--- src/rtl/regfile_write_arbiter.sv ---
// Write-port owner for the 32x32 register file: arbitrates core writeback (port 0)
// against the debug/loader path (port 1) and sequences the x1..x(NREGS-1) clear sweep.
// Optional feature macro: RR_ARB_EN (round-robin on contention; fixed port-0 priority otherwise).
module regfile_write_arbiter #(
    parameter int unsigned DATA_W = 32,
    parameter int unsigned ADDR_W = 5,
    parameter int unsigned NREGS  = 32
) (
    input  logic              clk,
    input  logic              rst,
    input  logic              clr_req,
    input  logic              req0_valid,
    input  logic [ADDR_W-1:0] req0_addr,
    input  logic [DATA_W-1:0] req0_data,
    output logic              req0_ready,
    input  logic              req1_valid,
    input  logic [ADDR_W-1:0] req1_addr,
    input  logic [DATA_W-1:0] req1_data,
    output logic              req1_ready,
    output logic              WE3,
    output logic [ADDR_W-1:0] A3,
    output logic [DATA_W-1:0] WD3,
    output logic              busy
);

    localparam logic [ADDR_W-1:0] LAST_ADDR = ADDR_W'(NREGS - 1);

    typedef enum logic {
        ST_CLEAR = 1'b0,
        ST_RUN   = 1'b1
    } state_e;

    state_e            state_q, state_d;
    logic [ADDR_W-1:0] clr_addr_q, clr_addr_d;
    logic              we_q, we_d;
    logic [ADDR_W-1:0] a3_q, a3_d;
    logic [DATA_W-1:0] wd_q, wd_d;
    logic              busy_q, busy_d;
`ifdef RR_ARB_EN
    logic              last_grant_q, last_grant_d;
`endif

    logic              gnt_vld;
    logic              gnt_sel;
    logic              xfer;
    logic [ADDR_W-1:0] xfer_addr;
    logic [DATA_W-1:0] xfer_data;

    // Grant selection: gnt_sel=1 means port 1 wins this cycle.
    always_comb begin
        gnt_vld = req0_valid || req1_valid;
`ifdef RR_ARB_EN
        if (req0_valid && req1_valid) begin
            gnt_sel = ~last_grant_q;
        end else begin
            gnt_sel = ~req0_valid;
        end
`else
        gnt_sel = ~req0_valid;
`endif
    end

    assign req0_ready = !rst && (state_q == ST_RUN) && !clr_req && gnt_vld && !gnt_sel;
    assign req1_ready = !rst && (state_q == ST_RUN) && !clr_req && gnt_vld && gnt_sel;
    assign xfer       = req0_ready || req1_ready;
    assign xfer_addr  = gnt_sel ? req1_addr : req0_addr;
    assign xfer_data  = gnt_sel ? req1_data : req0_data;

    // Next-state and registered-output logic.
    always_comb begin
        state_d    = state_q;
        clr_addr_d = clr_addr_q;
        we_d       = 1'b0;
        a3_d       = a3_q;
        wd_d       = wd_q;
        busy_d     = busy_q;
`ifdef RR_ARB_EN
        last_grant_d = last_grant_q;
`endif
        case (state_q)
            ST_CLEAR: begin
                we_d       = 1'b1;
                a3_d       = clr_addr_q;
                wd_d       = '0;
                clr_addr_d = clr_addr_q + ADDR_W'(1);
                busy_d     = 1'b1;
                if (clr_addr_q == LAST_ADDR) begin
                    state_d = ST_RUN;
                    busy_d  = 1'b0;
                end
            end
            ST_RUN: begin
                busy_d = 1'b0;
                if (clr_req) begin
                    state_d    = ST_CLEAR;
                    clr_addr_d = ADDR_W'(1);
                    busy_d     = 1'b1;
                end else if (xfer) begin
                    // x0 writes are accepted but never enabled.
                    we_d = (xfer_addr != '0);
                    a3_d = xfer_addr;
                    wd_d = xfer_data;
`ifdef RR_ARB_EN
                    last_grant_d = gnt_sel;
`endif
                end
            end
        endcase
    end

    always_ff @(posedge clk) begin
        if (rst) begin
            state_q    <= ST_CLEAR;
            clr_addr_q <= ADDR_W'(1);
            we_q       <= 1'b0;
            a3_q       <= '0;
            wd_q       <= '0;
            busy_q     <= 1'b1;
`ifdef RR_ARB_EN
            last_grant_q <= 1'b1;
`endif
        end else begin
            state_q    <= state_d;
            clr_addr_q <= clr_addr_d;
            we_q       <= we_d;
            a3_q       <= a3_d;
            wd_q       <= wd_d;
            busy_q     <= busy_d;
`ifdef RR_ARB_EN
            last_grant_q <= last_grant_d;
`endif
        end
    end

    assign WE3  = we_q;
    assign A3   = a3_q;
    assign WD3  = wd_q;
    assign busy = busy_q;

endmodule

--- config.mk ---
export PLATFORM = sky130hd
export DESIGN_NAME = regfile_write_arbiter
export DESIGN_NICKNAME = d
export VERILOG_FILES = /design/src/rtl/regfile_write_arbiter.sv
export SDC_FILE = /design/constraint.sdc
export NUM_CORES = 1
export LEC_CHECK = 0
export ABC_AREA = 1
export BUFFER_PORTS_ARGS = -buffer_cell sky130_fd_sc_hd__buf_2
export CORE_MARGIN = 1
export CORE_UTILIZATION = 45
export DETAILED_ROUTE_END_ITERATION = 7
export GPL_TIMING_DRIVEN = 0
export PLACE_DENSITY = 0.88
export SYNTH_ARGS = -nofsm -noshare
export SYNTH_HDL_FRONTEND = slang
export SYNTH_SLANG_ARGS = --single-unit
--- constraint.sdc ---
create_clock -name clk -period 1.4 [get_ports clk]
set_clock_uncertainty 0.05 [all_clocks]
set_input_delay 0.07 -clock clk [delete_from_list [all_inputs] [get_ports clk]]
set_output_delay 0.07 -clock clk [all_outputs]
set_load 0.02 [all_outputs]
==> impl_metrics.ini <==
[status]
status = complete, no violations

[floorplanning]
rows = 25
fp.dieH_um = 72.7
die_w_um = 72.7
start_util_pct = 47.3
dieArea_sq_mm = 0.00528
ioPinCount = 120
core-area_sq_mm = 0.00475

[global_route]
grt_usage_pct = 23.4
grt_pass1_wl_um = 9720
grt_max_degree = 14
antenna_found_initial = 0
globalRouteOverflowTotal = 0
grt_pass1_vias = 2238

[logic_synthesis]
synth_seq_cells = 45
ys_seq_area_share_pct = 40.1
yosys.area.top_type = dfxtp_1
synth_area_leaders = dfxtp_1 40%, nand2_1 32%, a21oi_1 8.2%
ys_types = 18
yosys.area.top_type_share_pct = 40.1
ys_warn_count = 0
synth_cells = 359
synth.avg_cell_area_sq_um = 6.26
netlist_area_sq_mm = 0.00225
synth_nets = 440

[setup_path]
worstPathMaxFanout = 5
startpoint_type = flip-flop
required_ns = 1.28
worstPathArrival_ns = 1.23
endpoint_kind = output port
worst-setup-path-type = reg -> out

[power]
power_density_mw_per_mm2 = 782
power.switching_uw = 617
power.share.sequential_pct = 54.3
p_total_mw = 2.42
vdd_drop_max_mv = 0.515
p_leak_nw = 1.65
switching_share_pct = 25.6
clockPowerShare_pct = 32.3
p_int_mw = 1.80
combPwrFrac_pct = 13.4

[routing]
drtPass1Iterations = 4
routedWlPerCell_um = 11.0
dr_total_vias = 2662
drt_iter0_drc = 134
antenna_left = 0
drt_wl_total_um = 6120
avgViaCountPerCell = 4.77
drc = 0

[clock_tree]
clk_pin_slew_ns = 0.08
clock_sinks = 45
clk_latency_ns = 0.29
cts-root-buf = clkbuf_8
cts_tree = yes
cts_inserted_buffers = 5
htreeDepth = 2
cts_max_path_buffers = 2

[sta]
min_period_over_period_pct = 96.4
tightest_slew_ns = 0.529
drv_slew = 0
hold_viol = 0
fin_crit_ns = 1.35
whs_ns = 0.0445
clock.fmax_mhz = 741
rsz0062_at_grt = yes
max_slew_margin_pct = 64.8
setup_viol = 0

[cells_and_area]
synthToLayoutAreaGrowth_pct = 37.6
diodes = 0
drive_above_1_share_pct = 31.6
final_common_cell = nand2_1
final_cell_mix = 190 x nand2_1, 125 x buf_2, 44 x dfxtp_1
fin_nets = 571
design_area_sq_mm = 0.00309

[flow_run]
max-cap-violations = 0

[placement]
dpl.hpwl_um = 4420
globalplace.congestion = 0.911
port_buffers = 118
placed_cell_area_sq_mm = 0.00292

[worst_hold_path]
hold_class = in -> reg
## cell families (layout without fill, tap and decap cells)
logic type	count (synthesis)	count (layout)	synth area share [%]
adder cells (fa/ha/maj)	2	2	1.11
buffers and inverters	39	171	8.30
AND/OR/NAND/NOR	229	229	40.7
AO/OA/AOI/OAI	44	44	9.80
flip-flops	45	45	40.1
## synth_stat cells
library cell and number:
nor2_8 1, buf_6 3, nand2_1 190, inv_1 15, buf_1 2, nand3b_1 2
nand2_2 2, buf_4 2, inv_2 3, nor2_1 18, nor2_4 1, dfxtp_1 45
ha_1 2, nand3_1 15, a21oi_1 37, o21ai_0 7, buf_2 8, clkbuf_1 6
## critical path: stages, from the launching register on
cell     delay, ns
dfxtp_2       0.35
inv_4         0.05
nor2_8        0.12
nand3_4       0.09
buf_6         0.13
nor2_4        0.07
buf_6         0.12
## worst paths after layout
| check | start | end | slack (ns) | cells after the start |
|---|---|---|---|---|
| worst max register to register | state_q | WD3[28] | 0.07 | 7 |
| worst min-delay path | clr_req | clr_addr_q[0] | 0.04 | 3 |
| worst max-delay path | state_q | req1_ready | 0.05 | 6 |
| worst min register to register | WD3[12] | WD3[12] | 0.41 | 2 |
## state kept, by name, summed over array words and instances (netlist names)
signal and flops:
clr_addr_q 5, state_q 1, A3 5, busy 1, WE3 1, WD3 32
## what timing repair did
| item | 4_1_cts | 5_1_grt |
|---|---|---|
| pin swaps | 1 | 2 |
| setup buffers | 3 | 2 |
| setup endpoints to repair | 14 | 16 |
| cloned | 0 | 1 |
| resized for setup | 8 | 7 |
| hold buffers | 0 | 0 |
## cell type report
type	instances	area (sq um)
Sequential cell	45	902
Multi-Input combinational cell	275	1180
Buffer	21	128
Inverter	18	70.1
Timing Repair Buffer	124	639
Clock buffer	7	76.3
Fill cell	456	1660
Clock inverter	1	7.51
Tap cell	67	83.8
## layer usage
layer	wire length (um)	part of all wire, %	global-route usage (%)	vias to the layer above
met1	2600	43	28.5	1190
met3	365	6.0	4.14	4
li1	-	-	-	1370
met4	27	0.44	5.23	0
met2	3120	51	42.8	98
met5	0	0	0	-
## per-stage QoR
stage               setup TNS [ns]  instances  util, %  setup slack [ns]
global placement          -0.00176        544     61.4          -0.00176
finish                           0        558     65.0            0.0502
global route               -0.0211        558     65.0           -0.0131
floorplan                        0        359        -             0.157
detailed placement          -0.105        544     61.4           -0.0261
CTS                              0        555     64.3           0.00765
## power by group through the flow
stage                     Sequential, mW  Combinational [mW]  Clock (mW)
after floorplan                     1.35               0.158           0
after global placement              1.34               0.311           0
after detailed placement            1.34               0.319           0
after CTS                           1.31               0.323       0.796
after global routing                1.31               0.370       0.858
final                               1.31               0.324       0.781
Note: power is estimated with default switching activity, not from simulation.
